[src/rtl/conv_acc_quant.sv]
// conv_acc_quant: accumulates N adder-tree partial sums into one output pixel,
// adds the per-channel bias, applies a rounding arithmetic right shift, optional
// ReLU, and saturates to a signed OUT_W activation.
// Pipeline: accumulate -> bias -> round-add -> shift -> activate/saturate.
// vld_o fires 4 edges after the edge that accepts a group's last partial.
module conv_acc_quant #(
  parameter int IN_W   = 21,
  parameter int ACC_W  = 25,
  parameter int BIAS_W = 16,
  parameter int OUT_W  = 8
) (
  input  logic              clk,
  input  logic              rstn,
  input  logic              vld_i,
  input  logic [IN_W-1:0]   acc_i,
  input  logic [3:0]        grp_num_i,
  input  logic [BIAS_W-1:0] bias_i,
  input  logic [3:0]        shift_i,
  input  logic              relu_en_i,
  input  logic              clr_i,
  output logic [OUT_W-1:0]  data_o,
  output logic              vld_o,
  output logic              busy_o
);

  localparam int SUM_W = ACC_W + 1;
  localparam int RND_W = ACC_W + 2;
  localparam logic signed [RND_W-1:0] SAT_HI = RND_W'((2 ** (OUT_W - 1)) - 1);
  localparam logic signed [RND_W-1:0] SAT_LO = RND_W'(-(2 ** (OUT_W - 1)));

  // stage 1: group counter, accumulator, config captured with the last partial
  logic [3:0]        cnt_q, cnt_d;
  logic [3:0]        gnm_q, gnm_d;
  logic [ACC_W-1:0]  acc_q, acc_d;
  logic              last_q, last_d;
  logic [BIAS_W-1:0] bias1_q, bias1_d;
  logic [3:0]        shift1_q, shift1_d;
  logic              relu1_q, relu1_d;
  // stages 2..4: datapath and the config that travels with it
  logic [SUM_W-1:0]        sum_q, sum_d;
  logic [RND_W-1:0]        rnd_q, rnd_d;
  logic signed [RND_W-1:0] sh_q, sh_d;
  logic [3:0]              shift2_q, shift3_q;
  logic                    relu2_q, relu3_q, relu4_q;
  logic [OUT_W-1:0]        data_q, data_d;
  logic [3:0]              vld_pipe_q, vld_pipe_d;

  logic [ACC_W-1:0] acc_in;
  logic [3:0]       grp_eff;
  logic [RND_W-1:0] rnd_off;
  logic [OUT_W-1:0] res;

  assign acc_in  = {{(ACC_W-IN_W){acc_i[IN_W-1]}}, acc_i};
  // group size is taken from the port only on the first partial of a group
  assign grp_eff = (cnt_q == 4'd0) ? grp_num_i : gnm_q;

  // stage 1 next-state: clr aborts the group and swallows a coincident vld_i
  always_comb begin
    cnt_d    = cnt_q;
    gnm_d    = gnm_q;
    acc_d    = acc_q;
    last_d   = 1'b0;
    bias1_d  = bias1_q;
    shift1_d = shift1_q;
    relu1_d  = relu1_q;
    if (clr_i) begin
      cnt_d = 4'd0;
      acc_d = '0;
    end else if (vld_i) begin
      if (cnt_q == 4'd0) begin
        acc_d = acc_in;
        gnm_d = grp_num_i;
      end else begin
        acc_d = acc_q + acc_in;
      end
      if (cnt_q == grp_eff) begin
        cnt_d    = 4'd0;
        last_d   = 1'b1;
        bias1_d  = bias_i;
        shift1_d = shift_i;
        relu1_d  = relu_en_i;
      end else begin
        cnt_d = cnt_q + 4'd1;
      end
    end
  end

  // stages 2..4 datapath: bias add, round offset, arithmetic shift, saturate
  always_comb begin
    sum_d   = {acc_q[ACC_W-1], acc_q} +
              {{(SUM_W-BIAS_W){bias1_q[BIAS_W-1]}}, bias1_q};
    rnd_off = '0;
    if (shift2_q != 4'd0)
      rnd_off = {{(RND_W-1){1'b0}}, 1'b1} << (shift2_q - 4'd1);
    rnd_d   = {sum_q[SUM_W-1], sum_q} + rnd_off;
    sh_d    = $signed(rnd_q) >>> shift3_q;
    if (relu4_q && sh_q[RND_W-1])
      res = '0;
    else if (sh_q > SAT_HI)
      res = SAT_HI[OUT_W-1:0];
    else if (sh_q < SAT_LO)
      res = SAT_LO[OUT_W-1:0];
    else
      res = sh_q[OUT_W-1:0];
    data_d     = vld_pipe_q[2] ? res : data_q;
    vld_pipe_d = {vld_pipe_q[2:0], last_q};
  end

  // all pipeline state; reset discards every in-flight group
  always_ff @(posedge clk or negedge rstn) begin
    if (!rstn) begin
      cnt_q      <= '0;
      gnm_q      <= '0;
      acc_q      <= '0;
      last_q     <= 1'b0;
      bias1_q    <= '0;
      shift1_q   <= '0;
      relu1_q    <= 1'b0;
      sum_q      <= '0;
      rnd_q      <= '0;
      sh_q       <= '0;
      shift2_q   <= '0;
      shift3_q   <= '0;
      relu2_q    <= 1'b0;
      relu3_q    <= 1'b0;
      relu4_q    <= 1'b0;
      data_q     <= '0;
      vld_pipe_q <= '0;
    end else begin
      cnt_q      <= cnt_d;
      gnm_q      <= gnm_d;
      acc_q      <= acc_d;
      last_q     <= last_d;
      bias1_q    <= bias1_d;
      shift1_q   <= shift1_d;
      relu1_q    <= relu1_d;
      sum_q      <= sum_d;
      rnd_q      <= rnd_d;
      sh_q       <= sh_d;
      shift2_q   <= shift1_q;
      shift3_q   <= shift2_q;
      relu2_q    <= relu1_q;
      relu3_q    <= relu2_q;
      relu4_q    <= relu3_q;
      data_q     <= data_d;
      vld_pipe_q <= vld_pipe_d;
    end
  end

  assign data_o = data_q;
  assign vld_o  = vld_pipe_q[3];
  assign busy_o = (cnt_q != 4'd0);

endmodule

[config.mk]
export PLATFORM = sky130hd
export DESIGN_NAME = conv_acc_quant
export DESIGN_NICKNAME = d
export VERILOG_FILES = /design/src/rtl/conv_acc_quant.sv
export SDC_FILE = /design/constraint.sdc
export NUM_CORES = 1
export LEC_CHECK = 0
export CAP_MARGIN = 20
export CORE_MARGIN = 1
export CORE_UTILIZATION = 64
export DETAILED_ROUTE_END_ITERATION = 8
export PLACE_DENSITY = 0.82
export REMOVE_ABC_BUFFERS = 1
export SYNTH_ARGS = -nofsm -noshare
export SYNTH_HDL_FRONTEND = slang
export SYNTH_SLANG_ARGS = --single-unit
[constraint.sdc]
create_clock -name clk -period 5.7 [get_ports clk]
set_input_delay 0.855 -clock clk [delete_from_list [all_inputs] [get_ports clk]]
set_output_delay 0.855 -clock clk [all_outputs]
set_load 0.02 [all_outputs]
# Word-level counts from Yosys, hierarchy flattened
# Index checks and enable logic that the tools add are counted.
[totals]
in_bits = 50
regBits = 158
wordCells = 49
[op_classes]
bitwise_logic = 1
n_lt_le_gt_ge = 2
n_reduce_logical = 7
n_eq_ne = 1
n_addsub = 5
mux = 14
shift = 2
[op_table]
columns = ["cell", "count"]
rows = [
  ["2-to-1 mux 25 bit", 3],
  ["adder 27 bit", 1],
  ["greater-than comparator 27 x 8 -> 1 bit (second input constant)", 1],
  ["< comparator 27 x 8 -> 1 bit (second input constant)", 1],
  ["2-to-1 mux 27 bit", 1],
  ["left shift 1 x 4 -> 27 bit (first input constant)", 1],
  [">>> shifter 27 x 4 -> 27 bit", 1],
  ["adder 25 x 16 -> 26 bit", 1],
  ["adder 25 bit", 1],
  ["2-to-1 mux 8 bit", 3],
  ["2-to-1 mux 4 bit", 4],
  ["nonzero test 4 bit", 2],
  ["adder 4 x 1 -> 4 bit (second input constant)", 1],
  ["== test 4 bit", 1],
  ["zero test 4 bit", 1],
  ["subtractor 4 x 1 -> 4 bit (second input constant)", 1],
  ["2-to-1 mux 1 bit", 3],
  ["AND reduction 3 bit", 1],
  ["AND reduction 2 bit", 1],
  ["nonzero test 2 bit", 1],
  ["logical AND 1 bit", 1],
  ["NOT 1 bit", 1],
]

# Depth between registers and ports, before layout
[logic_depth]
ltp_word = 6
mapped_depth = 13
ltp_nobuf = 13

# Worst setup path before layout
# Ideal clock, no wire load.
[synth_timing]
kind = "input to register"
from = "input acc_i[0]"
to = "register acc_q[14]"
path_stages = 11
required_ps = 5601
setup_ps = 99
arrival_time_ps = 2953
slack_ps = 2647
cell_sequence = "ha_1 -> inv_1 -> fa_1 -> nor2b_1 -> o2111ai_1 -> a31oi_1 -> a2bb2oi_1 -> a41oi_1 -> xnor2_1 -> nand2_1 -> a311oi_1"
[synth_between]
elab_chain_len = 4
[synth_rtl]
columns = ["item", "line_no", "source"]
rows = [
  ["start: declaration", "15", "input logic [IN_W-1:0] acc_i,"],
  ["adder 25 bit", "74", "acc_d = acc_q + acc_in;"],
  ["2-to-1 mux 25 bit", "70", "if (cnt_q == 4'd0) begin"],
  ["2-to-1 mux 25 bit", "69", "end else if (vld_i) begin"],
  ["2-to-1 mux 25 bit", "66", "if (clr_i) begin"],
  ["end signal: assignment", "114", "acc_q <= '0;"],
  ["end signal: assignment", "132", "acc_q <= acc_d;"],
  ["end: declaration", "34", "logic [ACC_W-1:0] acc_q, acc_d;"],
]
# Every way passes these cells. The select of a mux whose other input is x is not followed.
# A chain may end at the register's enable or synchronous reset.

# Worst setup path in the final report
[layout_timing]
from = "input acc_i[0]"
to = "register acc_q[12]"
# The elaborated chain is that of the path after synthesis.

==> flow_summary_export.csv <==
group,metric,value,unit
cts,cts-buffers-inserted,17,
global_routing,first_global_vias,7429,
yosys,ys_ff_latch,158,
pwr,finalPower,5.544,mW
worst_setup_path,cp-start-kind,"input pin",
pwr,power_leakage,5.053,nW
timing,skew,0.008907,ns
floorplanning,die_h,125.1,µm
timing,max_freq,274.9,MHz
global_routing,grt_pass1_wl,33530,µm
timing,period_minus_slack,3.638,ns
worst_setup_path,critPathSlowestCell,"a2bb2oi_1",
worst_setup_path,path_max_fanout,6,
finish,num_antenna_cells,0,
detailed_routing,drtPass1Iterations,7,
cts,cts_root_buf,"clkbuf_16",
timing,fin_crit_sh,63.82,%
yosys,synth_async_sr_flop_share,100.0,%
worst_setup_path,crit_top_cell,"a31oi_1",
pwr,netSwitchingFraction,39.55,%
yosys,yosys.area_share.simple,15.26,%
worst_setup_path,slowest_delay,0.56,ns
yosys,synth_flop_cell,"dfrtp_1",
floorplanning,rows,44,
worst_setup_path,crit_family,"compound AO/OA/AOI/OAI gates",
pwr,p_seq_share,35.3,%
timing,setup_violations,0,
yosys,synth_compound_area_share,18.00,%
global_routing,grt-ovfl-total,0,
placed_design,place_congestion,0.9192,
cts,cts.htree.levels,4,
detailed_routing,wl_per_cell,15.80,µm
pwr,p_comb_share,44.5,%
global_routing,grt_max_degree,114,
floorplanning,start_util,66.23,%
finish,layout_common_cells,"dfrtp_1 (158), nand2_1 (114), nor2_1 (99)",
yosys,syn-cell-area,9698,µm²
detailed_routing,dr.first_iter.drc_count,488,
yosys,yosys_warnings,0,
yosys,synth_edf_count,0,
worst_setup_path,cp_cell_sequence,"clkdlybuf4s50_1 > ha_1 > inv_1 > fa_1 > nor2b_1 > o2111ai_1 > a31oi_1 > a2bb2oi_1 > a31oi_1 > xnor2_1 > nand2_1 > a311oi_1",
worst_setup_path,path_class,"in -> reg",
finish,drive_gt1_share,6.660,%
placed_design,detailed_place_hpwl,14580,µm
timing,rsz0062_at_grt,"false",
detailed_routing,detail-route-antenna-nets,0,
finish,fin_nets,1188,
detailed_routing,drt-total-wl,19990,µm
finish,syn_to_final_growth,13.40,%
floorplanning,ios,60,
worst_setup_path,critPathBufInv,2,
pwr,p_switching,2.193,mW
cts,numClockSinks,158,
job,cap_violations,0,
yosys,synth_adder_area_share,9.263,%
timing,tightest_slew,0.9555,ns
cts,clk_pin_slew_worst_paths,0.07,ns
cts,clk_latency,0.43,ns
yosys,synth_xor_area_share,5.870,%
placed_design,port_buffers,59,
cts,cts_hold_buffers,0,
pwr,p_clk_share,20.2,%
worst_setup_path,cp.arrival,3.95,ns
yosys,synth.mux.area_fraction,7.547,%
hold_path,hold_class,"reg -> reg",
pwr,p_per_area,504.1,nW/µm²
floorplanning,design.die.area,15650,µm²
run_status,status,"completed",
timing,slew_headroom,36.15,%
cts,cts.repair.resized,0,
yosys,syn_inst,1023,
timing,setup_tns,0,ns
timing,finalHoldViolCount,0,
pwr,p_int,3.351,mW
finish,layout_commonest_cell,"dfrtp_1",
detailed_routing,drc,0,
floorplanning,die-width,125.1,µm
global_routing,grt_antenna_before_repair,0,
worst_setup_path,endpoint_kind,"flop",
cts,ctsLongestPathBuffers,2,
floorplanning,core,14640,µm²
global_routing,track_usage,26.73,%
timing,holdWs,0.3566,ns
pwr,ir_drop,236.3,µV
yosys,syn_area_per_cell,9.480,µm²
detailed_routing,vias,7677,
cts,cts_tree,"yes",
cts,post-cts-setup-buffers,0,
detailed_routing,via_per_inst,6.069,
yosys,synth_cell_types,71,
yosys,ys_seq_area_share,40.77,%
timing,slew_violations,0,
yosys,synth_top_family_by_area,"compound AO/OA/AOI/OAI gates",
worst_setup_path,required,6.02,ns
## kinds of logic (layout without fill, tap and decap cells)
group / Yosys count / count (layout)
muxes: 62 / 62
other: 1 / 1
buffers and inverters: 81 / 139
AOI/OAI and AO/OA: 260 / 260
xor gates and xnor gates: 65 / 65
DFF: 158 / 158
and+or+nand+nor: 326 / 326
adders and majority gates: 70 / 70
## metal layers
layer	track usage, %	vias to the layer above	routed length, µm
met1	32.29	3667	8436
met5	0	-	0
met2	48.34	218	10140
met3	3.851	38	983
met4	10.11	0	421
li1	-	3754	-
## final cells by class
class                   instances  area (µm²)
clock inverters                15       161.4
flip-flops and latches        158        3954
well taps                     184       230.2
multi-input cells             784        5429
inverters                      41       153.9
repair buffers                 66       644.4
fillers                      1054        3646
clock buffers                  17       425.4
## cells in the mapped netlist, drive strengths merged (19+ instances only)
cell type	n	area share, %
a21o	25	1.9
a21oi	62	3.3
a31oi	19	1.2
clkbuf	29	1.1
dfrtp	158	41
ha	67	8.6
inv	41	1.6
mux2	29	3.4
mux2i	27	2.8
nand2	114	4.4
nor2	99	3.8
o21ai	57	3.0
xnor2	50	4.5
## power groups by stage
stage,logic [mW],clock network [mW],registers [mW]
global route,2.74,1.18,2.01
floorplan,1.84,0,1.93
CTS,2.45,1.13,1.95
global placement,2.37,0,1.95
detailed placement,2.42,0,1.97
finish,2.47,1.12,1.96
## path summary, 6_finish.rpt
path                       cells past startpoint         from  slack [ns]        end
hold / removal                                 0      relu3_q        0.36    relu4_q
max in group asynchronous                      2         rstn        3.98  sum_q[23]
min in group asynchronous                      1         rstn        0.56    relu3_q
setup / recovery                              12     acc_i[0]        2.06  acc_q[12]
setup reg to reg                              13  shift2_q[1]        2.30  rnd_q[26]
hold reg to reg                                0      relu3_q        0.36    relu4_q
## sequential cells by signal (all words and copies together), names as in the netlist
| name | flops |
|---|---|
| rnd_q | 27 |
| sh_q | 27 |
| sum_q | 26 |
| acc_q | 25 |
| bias1_q | 16 |
| data_o | 8 |
| cnt_q | 4 |
| gnm_q | 4 |
| shift1_q | 4 |
| shift2_q | 4 |
| shift3_q | 4 |
| vld_pipe_q | 4 |
| last_q | 1 |
| relu1_q | 1 |
| relu2_q | 1 |
| relu3_q | 1 |
| relu4_q | 1 |
## per-stage QoR
stage,utilization (%),worst slack [ns],cells,cell area (µm²)
2_1_floorplan,-,2.383,983,9537
4_1_cts,75.10,2.116,1265,11000
5_1_grt,75.10,1.846,1265,11000
3_3_place_gp,71.04,1.786,1232,10400
6_report,75.10,2.062,1265,11000
3_5_place_dp,71.10,1.678,1233,10410
Note: power is estimated with default switching activity, not from simulation.
